## src/rtl/ddr_train_pkg.sv

```systemverilog
// Shared types for the DDR training sequencer: stage encoding, FSM states
// and the fixed-priority stage picker.
// Latency: n/a (types and a pure function). Backpressure: n/a.
// Contents: NB_STAGE, train_stage_e, train_state_e, first_pend().
package ddr_train_pkg;

  localparam int NB_STAGE = 6;

  // Lower encoding = higher priority when several stages are pending.
  typedef enum logic [2:0] {
    STAGE_ZQ      = 3'd0,
    STAGE_CA      = 3'd1,
    STAGE_WR_LVL  = 3'd2,
    STAGE_RD_GATE = 3'd3,
    STAGE_RD_LVL  = 3'd4,
    STAGE_WR_DQ   = 3'd5
  } train_stage_e;

  typedef enum logic [1:0] {
    ST_IDLE = 2'd0,
    ST_REQ  = 2'd1,
    ST_NEXT = 2'd2,
    ST_FIN  = 2'd3
  } train_state_e;

  // Lowest-numbered pending stage; ZQ when nothing is pending.
  function automatic train_stage_e first_pend(input logic [NB_STAGE-1:0] pend);
    train_stage_e sel;
    sel = STAGE_ZQ;
    for (int i = NB_STAGE - 1; i >= 0; i--) begin
      if (pend[i]) sel = train_stage_e'(i[2:0]);
    end
    return sel;
  endfunction

endpackage

```

## src/rtl/ddr_train_timer.sv

```systemverilog
// Loadable up-counter used as the per-request PHY ack timeout.
// Latency: count updates one edge after clr/ld/en; expired_o is combinational.
// Backpressure: none; counts whenever en_i is high.
// Ports: clk_i/rst_i (sync active-high), clr_i (highest priority), ld_i/ld_val_i,
//        en_i, limit_i (terminal count), expired_o (en_i && count == limit_i).
module ddr_train_timer #(
  parameter int TO_W = 16
) (
  input  logic            clk_i,
  input  logic            rst_i,
  input  logic            clr_i,
  input  logic            ld_i,
  input  logic [TO_W-1:0] ld_val_i,
  input  logic            en_i,
  input  logic [TO_W-1:0] limit_i,
  output logic            expired_o
);

  logic [TO_W-1:0] cnt_q, cnt_d;

  always_comb begin
    cnt_d = cnt_q;
    if (clr_i)     cnt_d = '0;
    else if (ld_i) cnt_d = ld_val_i;
    else if (en_i) cnt_d = cnt_q + TO_W'(1);
  end

  always_ff @(posedge clk_i) begin
    if (rst_i) cnt_q <= '0;
    else       cnt_q <= cnt_d;
  end

  assign expired_o = en_i && (cnt_q == limit_i);

endmodule

```

## src/rtl/ddr_training_sequencer.sv

```systemverilog
// Latches training start edges, serialises stages by fixed priority and runs
// each stage over all ranks via req/ack to the PHY. Latency: start edge -> req in 2 edges.
// Backpressure: req held until ack or timeout; starts arriving while busy queue in pend.
// Ports: pclk_i/prst_i (sync active-high); *_training_start_i in, sticky *_training_done_o,
//        train_fail_o[6], train_busy_o; phy_train_req/type/rank_o, phy_train_ack/pass_i.
// Optional macro TRAIN_RETRY_EN: a failed or timed-out rank request is reissued once.
module ddr_training_sequencer
  import ddr_train_pkg::*;
#(
  parameter int NB_RANK        = 2,
  parameter int TIMEOUT_CYCLES = 1024,
  parameter int TO_W           = 16,
  localparam int RW            = $clog2(NB_RANK)
) (
  input  logic          pclk_i,
  input  logic          prst_i,
  input  logic          ca_training_start_i,
  input  logic          wr_dq_training_start_i,
  input  logic          wr_lvl_training_start_i,
  input  logic          rd_lvl_training_start_i,
  input  logic          rd_gate_training_start_i,
  input  logic          zq_training_start_i,
  input  logic          all_training_start_i,
  output logic          ca_training_done_o,
  output logic          wr_dq_training_done_o,
  output logic          wr_lvl_training_done_o,
  output logic          rd_lvl_training_done_o,
  output logic          rd_gate_training_done_o,
  output logic          zq_training_done_o,
  output logic          all_training_done_o,
  output logic [5:0]    train_fail_o,
  output logic          train_busy_o,
  output logic          phy_train_req_o,
  output logic [2:0]    phy_train_type_o,
  output logic [RW-1:0] phy_train_rank_o,
  input  logic          phy_train_ack_i,
  input  logic          phy_train_pass_i
);

  localparam logic [RW-1:0] LAST_RANK = RW'(NB_RANK - 1);

  train_state_e          state_q, state_d;
  train_stage_e          stage_q, stage_d;
  logic [RW-1:0]         rank_q, rank_d;
  logic [NB_STAGE:0]     start_q, start_d;
  logic [NB_STAGE-1:0]   pend_q, pend_d;
  logic                  pend_all_q, pend_all_d;
  logic [NB_STAGE-1:0]   done_q, done_d;
  logic                  all_done_q, all_done_d;
  logic [NB_STAGE-1:0]   fail_q, fail_d;
  logic                  rank_fail_q, rank_fail_d;
  logic                  retry_now;
  logic                  tmr_expired;
  logic [NB_STAGE:0]     start_vec;
  logic [NB_STAGE:0]     start_rise;

  // Bit index equals stage encoding; bit NB_STAGE is the all-stages start.
  assign start_vec  = {all_training_start_i, wr_dq_training_start_i, rd_lvl_training_start_i,
                       rd_gate_training_start_i, wr_lvl_training_start_i,
                       ca_training_start_i, zq_training_start_i};
  assign start_rise = start_vec & ~start_q;

`ifdef TRAIN_RETRY_EN
  logic retry_q, retry_d;
  // A failed first attempt on this rank goes back to REQ instead of advancing.
  assign retry_now = rank_fail_q && !retry_q;
`else
  assign retry_now = 1'b0;
`endif

  ddr_train_timer #(.TO_W(TO_W)) u_timer (
    .clk_i     (pclk_i),
    .rst_i     (prst_i),
    .clr_i     (state_q != ST_REQ),
    .ld_i      (1'b0),
    .ld_val_i  ('0),
    .en_i      (state_q == ST_REQ),
    .limit_i   (TO_W'(TIMEOUT_CYCLES - 1)),
    .expired_o (tmr_expired)
  );

  // FSM: state register
  always_ff @(posedge pclk_i) begin
    if (prst_i) state_q <= ST_IDLE;
    else        state_q <= state_d;
  end

  // FSM: next state
  always_comb begin
    state_d = state_q;
    case (state_q)
      ST_IDLE: if (|pend_q) state_d = ST_REQ;
      ST_REQ:  if (phy_train_ack_i || tmr_expired) state_d = ST_NEXT;
      ST_NEXT: begin
        if (retry_now || rank_q != LAST_RANK) state_d = ST_REQ;
        else                                  state_d = ST_FIN;
      end
      ST_FIN:  state_d = ST_IDLE;
      default: state_d = ST_IDLE;
    endcase
  end

  // FSM: outputs
  always_comb begin
    phy_train_req_o  = (state_q == ST_REQ);
    train_busy_o     = (state_q != ST_IDLE);
    phy_train_type_o = stage_q;
    phy_train_rank_o = rank_q;
  end

  // Datapath next values
  always_comb begin
    stage_d     = stage_q;
    rank_d      = rank_q;
    start_d     = start_vec;
    pend_d      = pend_q;
    pend_all_d  = pend_all_q;
    done_d      = done_q;
    all_done_d  = all_done_q;
    fail_d      = fail_q;
    rank_fail_d = rank_fail_q;
`ifdef TRAIN_RETRY_EN
    retry_d     = retry_q;
`endif

    case (state_q)
      ST_IDLE: begin
        if (|pend_q) begin
          stage_d         = first_pend(pend_q);
          pend_d[stage_d] = 1'b0;
          rank_d          = '0;
        end
      end
      ST_REQ: begin
        // Ack has priority over a coincident timeout so a late pass still counts.
        if (phy_train_ack_i)  rank_fail_d = !phy_train_pass_i;
        else if (tmr_expired) rank_fail_d = 1'b1;
      end
      ST_NEXT: begin
        if (retry_now) begin
`ifdef TRAIN_RETRY_EN
          retry_d = 1'b1;
`endif
        end else begin
`ifdef TRAIN_RETRY_EN
          retry_d = 1'b0;
`endif
          if (rank_fail_q) fail_d[stage_q] = 1'b1;
          if (rank_q != LAST_RANK) begin
            rank_d = rank_q + RW'(1);
          end else begin
            // Flags commit on the edge into FIN so done is visible one edge
            // after the last-rank ack.
            done_d[stage_q] = 1'b1;
            if (pend_all_q && pend_q == '0) begin
              all_done_d = 1'b1;
              pend_all_d = 1'b0;
            end
          end
        end
      end
      default: ;
    endcase

    // Start edges take effect last so they override a same-edge completion.
    if (start_rise[NB_STAGE]) begin
      pend_d     = '1;
      pend_all_d = 1'b1;
      done_d     = '0;
      all_done_d = 1'b0;
      fail_d     = '0;
    end
    for (int i = 0; i < NB_STAGE; i++) begin
      if (start_rise[i] && !pend_q[i]) begin
        pend_d[i] = 1'b1;
        done_d[i] = 1'b0;
        fail_d[i] = 1'b0;
      end
    end
  end

  always_ff @(posedge pclk_i) begin
    if (prst_i) begin
      stage_q     <= STAGE_ZQ;
      rank_q      <= '0;
      start_q     <= '0;
      pend_q      <= '0;
      pend_all_q  <= 1'b0;
      done_q      <= '0;
      all_done_q  <= 1'b0;
      fail_q      <= '0;
      rank_fail_q <= 1'b0;
`ifdef TRAIN_RETRY_EN
      retry_q     <= 1'b0;
`endif
    end else begin
      stage_q     <= stage_d;
      rank_q      <= rank_d;
      start_q     <= start_d;
      pend_q      <= pend_d;
      pend_all_q  <= pend_all_d;
      done_q      <= done_d;
      all_done_q  <= all_done_d;
      fail_q      <= fail_d;
      rank_fail_q <= rank_fail_d;
`ifdef TRAIN_RETRY_EN
      retry_q     <= retry_d;
`endif
    end
  end

  assign zq_training_done_o      = done_q[STAGE_ZQ];
  assign ca_training_done_o      = done_q[STAGE_CA];
  assign wr_lvl_training_done_o  = done_q[STAGE_WR_LVL];
  assign rd_gate_training_done_o = done_q[STAGE_RD_GATE];
  assign rd_lvl_training_done_o  = done_q[STAGE_RD_LVL];
  assign wr_dq_training_done_o   = done_q[STAGE_WR_DQ];
  assign all_training_done_o     = all_done_q;
  assign train_fail_o            = fail_q;

endmodule
```

## config.mk

```make
export PLATFORM = sky130hd
export DESIGN_NAME = ddr_training_sequencer
export DESIGN_NICKNAME = d
export VERILOG_FILES = /design/src/rtl/ddr_train_pkg.sv /design/src/rtl/ddr_train_timer.sv /design/src/rtl/ddr_training_sequencer.sv
export SDC_FILE = /design/constraint.sdc
export NUM_CORES = 1
export LEC_CHECK = 0
export ABC_AREA = 1
export ABC_CLOCK_PERIOD_IN_PS = 2400
export BUFFER_PORTS_ARGS = -buffer_cell sky130_fd_sc_hd__buf_2
export CORE_ASPECT_RATIO = 1.25
export CORE_MARGIN = 10
export CORE_UTILIZATION = 43
export CTS_BUF_LIST = sky130_fd_sc_hd__clkbuf_8
export DETAILED_ROUTE_END_ITERATION = 8
export GPL_TIMING_DRIVEN = 0
export MAX_ROUTING_LAYER = met4
export PLACE_DENSITY = 0.64
export SLEW_MARGIN = 20
export SYNTH_ARGS = -nofsm -noshare
export SYNTH_HDL_FRONTEND = slang
export SYNTH_HIERARCHICAL = 1
export SYNTH_SLANG_ARGS = --single-unit
```

## constraint.sdc

```tcl
create_clock -name pclk_i -period 2.4 [get_ports pclk_i]
set_clock_uncertainty 0.15 [all_clocks]
set_input_delay 0.72 -clock pclk_i [delete_from_list [all_inputs] [get_ports pclk_i]]
set_output_delay 0.72 -clock pclk_i [all_outputs]
set_load 0.1 [all_outputs]
```

=== After elaboration in Yosys (flattened, before gate mapping) ===
Cells that the tools add are included.

* Register bits: 50
* Bits of input ports: 11

* Add/subtract/negate cells: 2
* $lt $le $gt $ge: 4
* Eq/ne operators: 7
* Multiplexer cells: 34
* Bitwise logic cells: 6
* Reductions and logical operators: 61

{| class="wikitable"
|+ Operators with widths
! cell !! count
|-
| $reduce_bool 3->1 || 12
|-
| $mux 3 || 8
|-
| $reduce_and 2->1 || 12
|-
| $mux 6 || 3
|-
| $reduce_or 3->1 || 6
|-
| $add 16x1->16 const B || 1
|-
| $eq 16x10->1 const B || 1
|-
| $mux 1 || 16
|-
| $or 6x6->6 || 2
|-
| $reduce_bool 2->1 || 6
|-
| $logic_and 1x1->1 || 10
|-
| $lt 3x4->1 const B || 2
|-
| $pmux 2 s4 || 1
|-
| $and 7x7->7 || 1
|-
| $logic_not 1->1 || 7
|-
| $not 7->7 || 1
|-
| $and 6x6->6 || 1
|-
| $demux 1 s3 || 2
|-
| $ge 3x1->1 const B || 2
|-
| $logic_not 6->1 || 1
|-
| $mux 2 || 3
|-
| $not 6->6 || 1
|-
| $reduce_and 3->1 || 2
|-
| $reduce_or 6->1 || 1
|-
| 9 further kinds || 12
|}

=== Depth between registers and ports, before layout ===
Gate-level depths: netlist (run 1).

* Depth in word-level cells: 18
* Gate-level depth with buffers: 11

=== Cells and area by module ===
Netlist (run 1), hierarchy kept.

{| class="wikitable"
|+ Modules (own cells, without submodules)
! module !! instances !! cells an instance !! area each (µm²) !! seq. area each (µm²)
|-
| ddr_training_sequencer || 1 || 185 || 1387.6 || 680.7
|-
| ddr_train_timer || 1 || 188 || 1194.9 || 320.3
|}

=== Least setup slack after synthesis (run 1) ===
OpenSTA, ideal clock, no wires.

* Path type: flip-flop to flip-flop
* Start point: register state_q[0]
* End point: register state_q[1]
* Library setup time: 70 ps
* Data arrival time: 2386 ps
* Path slack: -206 ps
* Cell stages (with the launch flop): 11
* Path buffers: 0
* Period minus slack after synthesis: 2606 ps
* Cells stage by stage: dfxtp_1 -> inv_1 -> nor2_2 -> inv_1 -> a21oi_1 -> nand2_1 -> nor3_1 -> nand3_1 -> nor2_1 -> o21ai_0 -> a21oi_1

* Cells in the longest elaborated chain, start to end: 5
* Elaborated cells between the ends (all ways): 10

{| class="wikitable"
|+ Ends and longest elaborated chain
! element !! line !! text
|-
| start: declaration || ddr_training_sequencer.sv:42 || <nowiki>train_state_e state_q, state_d;</nowiki>
|-
| start signal: assignment || ddr_training_sequencer.sv:85 || <nowiki>else state_q <= state_d;</nowiki>
|-
| $eq 2x1->1 || -- ||
|-
| net phy_train_req_o || ddr_training_sequencer.sv:33 || <nowiki>output logic phy_train_req_o,</nowiki>
|-
| $logic_and 1x1->1 || ddr_train_timer.sv:33 || <nowiki>assign expired_o = en_i && (cnt_q == limit_i);</nowiki>
|-
| net tmr_expired || ddr_training_sequencer.sv:53 || <nowiki>logic tmr_expired;</nowiki>
|-
| $logic_or 1x1->1 || ddr_training_sequencer.sv:93 || <nowiki>ST_REQ: if (phy_train_ack_i || tmr_expired) state_d = ST_NEXT;</nowiki>
|-
| $ne 2x2->1 (no line) || -- ||
|-
| $reduce_and 2->1 (no line) || -- ||
|}

The timed path passes the listed nets, and every way through them passes these cells.
A chain may end at the register's enable or synchronous reset.

=== Final worst setup path (run 1) ===
* Start point: register state_q[1]
* End point: output port train_busy_o

* Cells in the longest elaborated chain, start to end: 1

{| class="wikitable"
|+ Ends and longest elaborated chain
! element !! line !! text
|-
| $reduce_bool 2->1 || ddr_training_sequencer.sv:106 || <nowiki>train_busy_o = (state_q != ST_IDLE);</nowiki>
|-
| end: declaration || ddr_training_sequencer.sv:32 || <nowiki>output logic train_busy_o,</nowiki>
|}

Every way passes these cells.

==> results.tsv, run 1 <==
stage	metric	value	unit
run_status	status	finished, final reports clean	
global_route	antenna_found_initial	0	
global_route	grt_max_degree	17	
cts	cts_tree	done	
floorplanning	core_area	5820	sq um
floorplanning	die_width	89.3	um
layout	area_growth	19.9	%
route	num_vias	2468	
route	drtIter0Drc	69	
placement	portBuffers	29	
power	vdd_drop_max	479	uV
global_route	track_usage	14.2	%
global_route	grt_pass1_vias	2449	
layout	fillerInstances	613	
layout	drive_above_1_share	15.9	%
cts	path_clk_slew	90	ps
global_route	grt_overflow	0	
cts	cts_buffers	5	
setup_path	start_kind	register	
cts	post_cts_buffers	0	
route	ant_nets	0	
setup_path	path_cells	nor2_2 > inv_2 > buf_2	
setup_path	worstPathRequired	1530	ps
setup_path	critical_path_class	reg2out	
timing	finalCritPeriodShare	93.7	%
synth	ys_seq_elements	50	
route	via_per_inst	4.75	
power	leakage	0.00139	uW
floorplanning	rows	31	
hold_path	hold_class	reg2reg	
route	wl	6110	um
synth	synth-edff-count	0	
layout	multiInputGateArea	1530	sq um
cts	root_buffer	clkbuf_8	
timing	hold_viol	0	
setup_path	critical_path.max_fanout	5	
layout	seq_area	1000	sq um
synth	avgSynthCellArea	6.92	sq um
global_route	grt_pass1_wl	10800	um
timing	max_freq	0.445	GHz
hold_path	hold_path_depth	1	
floorplanning	die_h	107	um
floorplanning	die_area	9530	sq um
route	drc	0	
floorplanning	start_util	44.4	%
setup_path	critPathBufInv	2	
timing	maxSlewViolCount	0	
timing	min_period	2250	ps
run	cap_violations	0	
synth	ys_types	31	
placement	dp_hpwl	4910	um
synth	yosysSeqAreaShare	38.8	%
timing	whs	322	ps
timing	tightest_slew	530	ps
synth	synth-async-reset-ratio	0	%
route	dr.pass1.iters	4	
cts	clock_latency	300	ps
cts	cts-htree-levels	2	
setup_path	worst-path-stages	3	
cts	cts.sinks	50	
setup_path	critPathMaxStageDelay	430	ps
floorplanning	io_pins	30	
setup_path	crit_family	buffers and inverters	
layout	fin_nets	465	
setup_path	crit_arrival	1380	ps
timing	setup_viol	0	
cts	cts.path.max_buffers	2	
setup_path	cpMaxStageDelayCell	dfxtp_1	
synth	synth_ff_type	dfxtp_1	
layout	diodes	0	
timing	rsz0062_at_grt	no	
synth	synth_warnings	6	
timing	slew_headroom	64.5	%
power	p_per_area	613	nW/um^2
setup_path	end_kind	output pin	
route	wl_per_cell	11.7	um
synth	netlist_instances	373	
synth	syn-cell-area	2580	sq um
timing	tns	0	ps
power	power	1900	uW
placement	place.gp.congestion	0.827	
setup_path	rr_worst_depth	10	
sequential cells by signal, indices dropped and copies added, names as in the netlist:
signal	cells
phy_train_type_o	3
done_q	6
u_timer/cnt_q	16
pend_all_q	1
train_fail_o	6
state_q	2
phy_train_rank_o	1
pend_q	6
start_q	7
rank_fail_q	1
all_training_done_o	1
worst paths after layout:
| path | slack (ps) | startpoint | end |
|---|---|---|---|
| max reg2reg | 380 | state_q[0]$_SDFFE_PP0P_ | state_q[1]$_SDFFE_PP0P_ |
| max | 150 | state_q[1]$_SDFFE_PP0P_ | train_busy_o |
| min | 320 | all_training_done_o$_SDFFE_PP0P_ | all_training_done_o$_SDFFE_PP0P_ |
| min reg2reg | 320 | all_training_done_o$_SDFFE_PP0P_ | all_training_done_o$_SDFFE_PP0P_ |
cells in the final DEF, fill, tap and decap left out:
cell type,netlist,routed
or2_1,1,1
o21a_1,1,1
a31oi_1,3,3
o22ai_1,4,4
a21oi_2,3,3
ha_1,1,1
nand2_1,66,66
inv_2,6,7
or3_1,1,1
a22o_1,1,1
o21ai_0,13,13
xor2_1,10,10
inv_6,0,1
clkbuf_1,2,2
buf_6,1,1
inv_1,44,44
clkbuf_4,0,1
nand2_2,6,6
clkinv_2,0,1
a21oi_1,38,38
o21ai_1,8,8
nor2_4,4,5
nand3_2,3,3
a22oi_1,9,9
nor2_2,9,8
dfxtp_1,50,50
nand4_1,4,4
bufinv_16,0,1
nor3_1,12,12
nor2_1,46,46
xnor2_1,2,2
nand3_1,20,20
buf_2,2,30
clkbuf_8,0,5
conb_1,2,46
through the flow:
stage,util [%],setup WS [ps],std cells,cell area [sq um]
3_5_place_dp,51.2,212,512,2980
3_3_place_gp,51.2,232,512,2980
4_1_cts,53.2,49.4,520,3090
5_1_grt,53.2,65.9,520,3100
6_report,53.2,150,520,3100
2_1_floorplan,-,215,417,2750
synthesized netlist by cell type (3+ instances only):
cell type / instances / area (sq um)
nor2_2: 9 / 56.3
nand3_2: 3 / 30.0
dfxtp_1: 50 / 1000
o21ai_1: 8 / 40.0
a21oi_2: 3 / 26.3
a21oi_1: 38 / 190
nor2_1: 46 / 173
a22oi_1: 9 / 67.6
nand3_1: 20 / 100
nand2_2: 6 / 37.5
o22ai_1: 4 / 25.0
o21ai_0: 13 / 65.1
inv_1: 44 / 165
nand4_1: 4 / 25.0
xor2_1: 10 / 87.6
nand2_1: 66 / 248
inv_2: 6 / 22.5
nor3_1: 12 / 60.1
nor2_4: 4 / 45.0
a31oi_1: 3 / 18.8
kinds of logic after synthesis:
| logic type | Yosys count | share of synthesized area (%) |
|---|---|---|
| adder cells (fa/ha/maj) | 1 | 0.484 |
| buffers and inverters | 56 | 8.53 |
| AND/OR/NAND/NOR | 172 | 30.5 |
| AO/OA/AOI/OAI | 80 | 17.4 |
| XOR/XNOR | 12 | 4.07 |
| other | 2 | 0.291 |
| flip-flops | 50 | 38.8 |
power by group:
group	leakage (uW)	internal [uW]	switching, uW	total, uW
Sequential	0.000409	870	44.9	915
Clock	0.0000585	313	290	603
Combinational	0.000924	103	277	381
Total	0.00139	1290	613	1900
timing repair:
item	in CTS	in global routing
gates resized for setup	0	2
hold buffers	0	0
endpoints found under the setup margin	0	4
worst register-to-register path, cell delays in order, from the launching register on:
cell,delay (ps)
dfxtp_1,420
inv_1,100
nor2_4,180
inv_1,130
a21oi_1,130
nand2_1,60
nor3_1,170
nand3_1,110
nor2_1,180
o21ai_0,170
a21oi_1,160
layout make-up:
class,instances,share of cell area (%)
multi-input cells,311,49.5
plain buffers,5,0.930
well taps,66,2.67
clock inverters,3,1.41
flip-flops and latches,50,32.3
inverters,51,6.18
clock buffers,5,2.22
repair buffers,29,4.77
metal layers:
| layer | up-vias | routed length [um] | GRT usage (%) |
|---|---|---|---|
| met4 | 0 | 61 | 3.87 |
| met3 | 8 | 184 | 2.80 |
| met2 | 36 | 3230 | 25.2 |
| met5 | - | 0 | - |
| met1 | 1094 | 2630 | 15.7 |
| li1 | 1330 | - | - |
(Power assumes the default switching activity.)
==> run 2: changes to the inputs <==
- CORE_UTILIZATION: 43 -> 50
- PLACE_DENSITY: 0.64 -> 0.72
==> run 2 against run 1 <==
Utilization grew 7.8 points; cell count shrank 0.77%; die area shrank 11%; flip-flop and latch count is the same; combinational power is essentially flat; sequential power is essentially flat; critical path depth is the same; setup slack lost 16 ps; fmax shrank 0.70%; register-to-register slack lost 90 ps; via count grew 1.3%; cell area shrank 0.65%; largest power group unchanged.
==> results.tsv, run 2 (same netlist as run 1, synthesis figures left out) <==
stage	metric	value	unit	change
run_status	status	finished, final reports clean		
timing	min_period	2270	ps	+15.7 ps
setup_path	critical_path_class	reg2out		
global_route	track_usage	15.3	%	+1.1 points
power	vdd_drop_max	626	uV	+31%
setup_path	start_kind	register		
layout	stdcell_area	3080	sq um	-0.65%
route	via_per_inst	4.84		+2.0%
timing	slew_headroom	65.8	%	+1.2 points
layout	area_growth	19.1	%	
layout	multiInputGateArea	1530	sq um	unchanged
setup_path	cpMaxStageDelayCell	dfxtp_1		
power	p_per_area	593	nW/um^2	-3.3%
cts	cts_buffers	5		unchanged
setup_path	worst-path-stages	3		unchanged
floorplanning	core_area	5040	sq um	-13%
floorplanning	die_width	84.3	um	-5.6%
floorplanning	rows	29		-6.5%
layout	diodes	0		unchanged
global_route	grt_pass1_vias	2452		+0.12%
cts	cts-htree-levels	2		unchanged
timing	tns	0	ps	unchanged
route	drc	0		unchanged
route	wl	6220	um	+1.9%
setup_path	r2r_start	state_q[0]$_SDFFE_PP0P_		
layout	fin_nets	465		unchanged
placement	dp_hpwl	4850	um	-1.3%
global_route	grt_pass1_wl	10600	um	-1.9%
timing	tightest_slew	512	ps	-18.2 ps
timing	finalCritPeriodShare	94.4	%	+0.66 points
timing	max_freq	0.441	GHz	-0.70%
hold_path	hold_path_depth	2		+1
setup_path	critical_path.max_fanout	8		+3
layout	largest_reg_flops	16		unchanged
setup_path	path_cells	inv_1 > nor2_4 > clkbuf_4		
floorplanning	start_util	51.2	%	+6.8 points
floorplanning	io_pins	30		unchanged
layout	fillerInstances	497		-19%
placement	place_area	2980	sq um	-0.17%
route	num_vias	2499		+1.3%
timing	maxSlewViolCount	0		unchanged
route	drtIter0Drc	105		+52%
route	ant_nets	0		unchanged
global_route	antenna_found_initial	0		unchanged
setup_path	cp-startpoint	state_q[0]$_SDFFE_PP0P_		
timing	setup_viol	0		unchanged
setup_path	critPathMaxStageDelay	430	ps	about the same
placement	place.gp.congestion	0.873		+5.5%
layout	final_common_cell	nand2_1		
floorplanning	die_h	100	um	-5.9%
setup_path	critPathBufInv	2		unchanged
cts	path_clk_slew	100	ps	about the same
route	dr.pass1.iters	4		unchanged
layout	regMostFlops	u_timer/cnt_q		
global_route	grt_overflow	0		unchanged
layout	drive_above_1_share	15.6	%	-0.22 points
placement	portBuffers	29		unchanged
hold_path	hold_class	reg2reg		
hold_path	hp-start	done_q[1]$_SDFFE_PP0P_		
setup_path	rr_worst_depth	6		-4
layout	final_cell_mix	nand2_1 (66), dfxtp_1 (50), nor2_1 (46), conb_1 (46), inv_1 (44)		
route	wl_per_cell	12.1	um	+2.7%
setup_path	crit_family	buffers and inverters		
cts	cts.path.max_buffers	2		unchanged
timing	hold_viol	0		unchanged
cts	cts_tree	done		
cts	cts.sinks	50		unchanged
floorplanning	die_area	8460	sq um	-11%
setup_path	worstPathRequired	1530	ps	about the same
layout	seq_area	1000	sq um	unchanged
global_route	grt_max_degree	19		+2
setup_path	crit_arrival	1400	ps	+20 ps
run	cap_violations	0		unchanged
setup_path	end_kind	output pin		
power	leakage	0.00138	uW	-0.67%
cts	clock_latency	310	ps	about the same
cts	root_buffer	clkbuf_8		
timing	rsz0062_at_grt	no		
cts	hold_buffers	0		unchanged
layout	largest_registers	u_timer/cnt_q: 16 flops, start_q: 7 flops		
run 2: worst min-delay path, cell delays in order, from the launching register on:
cell     delay [ps]
dfxtp_1         340
a21oi_1          40
nor2_1           70
run 2: power breakdown:
part	leakage [uW]	total [uW]	internal, uW	switching, uW
clock	0.0000502	525	216	309
combinational	0.000923	382	103	279
sequential	0.000409	917	870	46.7
run 2: metrics by stage:
step           util [%]  instances  worst slack [ps]  hold WS, ps  total power, uW
2_1_floorplan         -        417               215          301             1230
3_3_place_gp       59.0        508               269          298             1310
3_5_place_dp       59.0        508               259          303             1310
4_1_cts            60.9        516              19.4          331             1840
5_1_grt            61.0        516              46.7          355             1920
6_report           61.0        516               135          325             1820
run 2: final cells by class:
cell class	count	share of cell area [%]
Timing Repair Buffer	29	4.80
Clock buffer	5	2.24
Buffer	5	0.936
Clock inverter	3	0.936
Tap cell	62	2.52
Sequential cell	50	32.5
Multi-Input combinational cell	311	49.8
Inverter	51	6.22
run 2: worst paths after layout:
kind | end | slack (ps)
setup / recovery | phy_train_req_o | 130
hold / removal | done_q[1]$_SDFFE_PP0P_ | 330
setup reg to reg | u_timer/cnt_q[12]$_SDFFE_PP0P_ | 290
hold reg to reg | done_q[1]$_SDFFE_PP0P_ | 330
run 2: repair_timing:
item,4_1_cts,5_1_grt
setup endpoints to repair,0,1
setup buffers,0,0
gates resized for setup,0,1
hold endpoints to repair,0,0
run 2: metal layers:
| metal | track usage (%) | vias up | share of wire, % |
|---|---|---|---|
| li1 | - | 1329 | - |
| met4 | 5.29 | 0 | 1.9 |
| met1 | 15.3 | 1115 | 41 |
| met5 | - | - | 0 |
| met3 | 3.08 | 12 | 3.3 |
| met2 | 28.9 | 43 | 54 |
==> run 3: changes to the inputs <==
- BUFFER_PORTS_ARGS: -buffer_cell sky130_fd_sc_hd__buf_2 -> not set
- DONT_BUFFER_PORTS: not set -> 1
- PLACE_DENSITY: 0.72 -> 0.67
==> run 3 against run 2 <==
Clock power about the same; fmax shrank 2.4%; utilization down 1.6 points; critical endpoint is now rank_fail_q$_SDFFE_PP0P_.
==> results.tsv, run 3 (same netlist as run 1, synthesis figures left out) <==
stage	metric	value	unit	change
run_status	status	finished, final reports clean		
layout	largest_reg_flops	16		unchanged
floorplanning	die_h	100	um	unchanged
layout	final_common_cell	nand2_1		
floorplanning	io_pins	30		unchanged
timing	worst_slack	80.2	ps	-54.5 ps
global_route	grt_overflow	0		unchanged
cts	cts.sinks	50		unchanged
cts	cts-htree-levels	2		unchanged
setup_path	r2r_start	state_q[0]$_SDFFE_PP0P_		
timing	slew_headroom	23.6	%	-42 points
global_route	grt_pass1_vias	2391		-2.5%
setup_path	cp-startpoint	state_q[0]$_SDFFE_PP0P_		
layout	area_growth	15.9	%	
route	drtIter0Drc	92		-12%
route	wl_per_cell	12.9	um	+7.2%
cts	path_clk_slew	100	ps	about the same
hold_path	hold_class	reg2reg		
route	wl	6330	um	+1.8%
route	dr.pass1.iters	4		unchanged
layout	largest_registers	u_timer/cnt_q: 16 flops, start_q: 7 flops		
placement	portBuffers	0		-100%
setup_path	critical_path_class	reg2reg		
power	leakage	0.00126	uW	-9.0%
cts	cts.path.max_buffers	2		unchanged
timing	setup_viol	0		unchanged
route	drc	0		unchanged
timing	tightest_slew	1140	ps	+633 ps
timing	finalCritPeriodShare	96.7	%	+2.3 points
timing	maxSlewViolCount	0		unchanged
power	p_per_area	611	nW/um^2	+3.1%
layout	fin_nets	439		-5.6%
timing	hold_viol	0		unchanged
layout	seq_area	1010	sq um	+0.63%
global_route	grt_max_degree	19		unchanged
layout	finish.utilization	59.3	%	-1.6 points
timing	tns	0	ps	unchanged
floorplanning	die_area	8460	sq um	unchanged
placement	dp.cells	479		-5.7%
placement	dp_hpwl	4920	um	+1.5%
timing	max_freq	0.431	GHz	-2.4%
cts	clock_latency	310	ps	about the same
setup_path	critical_path.max_fanout	8		unchanged
setup_path	start_kind	register		
setup_path	worstPathRequired	2500	ps	+970 ps
layout	multiInputGateArea	1570	sq um	+2.5%
route	num_vias	2428		-2.8%
placement	dp_slack	-303	ps	-561 ps
global_route	antenna_found_initial	0		unchanged
cts	root_buffer	clkbuf_8		
setup_path	crit_arrival	2420	ps	+1020 ps
layout	drive_above_1_share	13.6	%	-2.1 points
floorplanning	die_width	84.3	um	unchanged
floorplanning	start_util	51.2	%	unchanged
cts	cts_tree	done		
layout	final_cell_mix	nand2_1 (66), dfxtp_1 (47), conb_1 (46)		
power	vdd_drop_max	416	uV	-34%
setup_path	end_kind	register		
timing	min_period	2320	ps	+54.5 ps
floorplanning	core_area	5040	sq um	unchanged
layout	diodes	0		unchanged
route	via_per_inst	4.96		+2.3%
global_route	track_usage	15.5	%	+0.17 points
layout	regMostFlops	u_timer/cnt_q		
power	power	1830	uW	+0.34%
run	cap_violations	0		unchanged
route	ant_nets	0		unchanged
timing	rsz0062_at_grt	yes		
global_route	grt_pass1_wl	10600	um	-0.13%
floorplanning	rows	29		unchanged
placement	place.gp.congestion	0.857		-1.8%
cts	cts_buffers	5		unchanged
hold_path	hp-start	pend_all_q$_SDFFE_PP0P_		
layout	finalNonFillerCells	490		-5.0%
layout	fillerInstances	506		+1.8%
==> run 3: layout make-up <==
cell class,instances,area share (%)
sequential,50,33.7
clock buffer,5,2.30
timing repair buffer,3,0.753
clock inverter,3,0.878
inverter,51,6.44
multi-input combinational,311,52.4
buffer,5,0.962
tap,62,2.59
==> run 3: critical path: stages, from the launching register on <==
cell and delay, ps:
dfxtp_4 370, inv_2 40, nor2_4 600, inv_2 120, a21oi_2 130, nand2_1 70
nor3_2 220, nand3_2 110, nor2_4 170, o21ai_2 80, a21oi_1 180
==> run 3: through the flow <==
step	area [sq um]	hold WS, ps
finish	2990	337
global route	2990	370
CTS	2950	333
detailed placement	2830	317
global placement	2830	316
floorplan	2750	301
==> run 3: final timing paths <==
kind | to | slack (ps) | cells after the start
max reg2reg | rank_fail_q$_SDFFE_PP0P_ | 80 | 10
max | rank_fail_q$_SDFFE_PP0P_ | 80 | 10
min | pend_all_q$_SDFFE_PP0P_ | 340 | 2
min reg2reg | pend_all_q$_SDFFE_PP0P_ | 340 | 2
==> run 3: power by group <==
| group | internal, uW | switching (uW) | total, uW |
|---|---|---|---|
| clock | 217 | 311 | 528 |
| sequential | 872 | 90.1 | 962 |
| combinational | 102 | 239 | 341 |
==> run 3: metal layers <==
metal / global-route usage (%) / part of all wire, % / up-vias / routed length, um
met4: 4.65 / 1.2 / 0 / 74
met5: - / 0 / - / 0
li1: - / - / 1281 / -
met2: 29.8 / 55 / 38 / 3460
met1: 14.3 / 39 / 1101 / 2470
met3: 4.70 / 5.2 / 8 / 327
==> run 3: what timing repair did <==
item | 4_1_cts | 5_1_grt
endpoints found under the setup margin | 13 | 13
pin swaps | 1 | 9
hold endpoints to repair | 0 | 0
hold buffers | 0 | 0
setup buffers | 1 | 2
resized for setup | 6 | 10
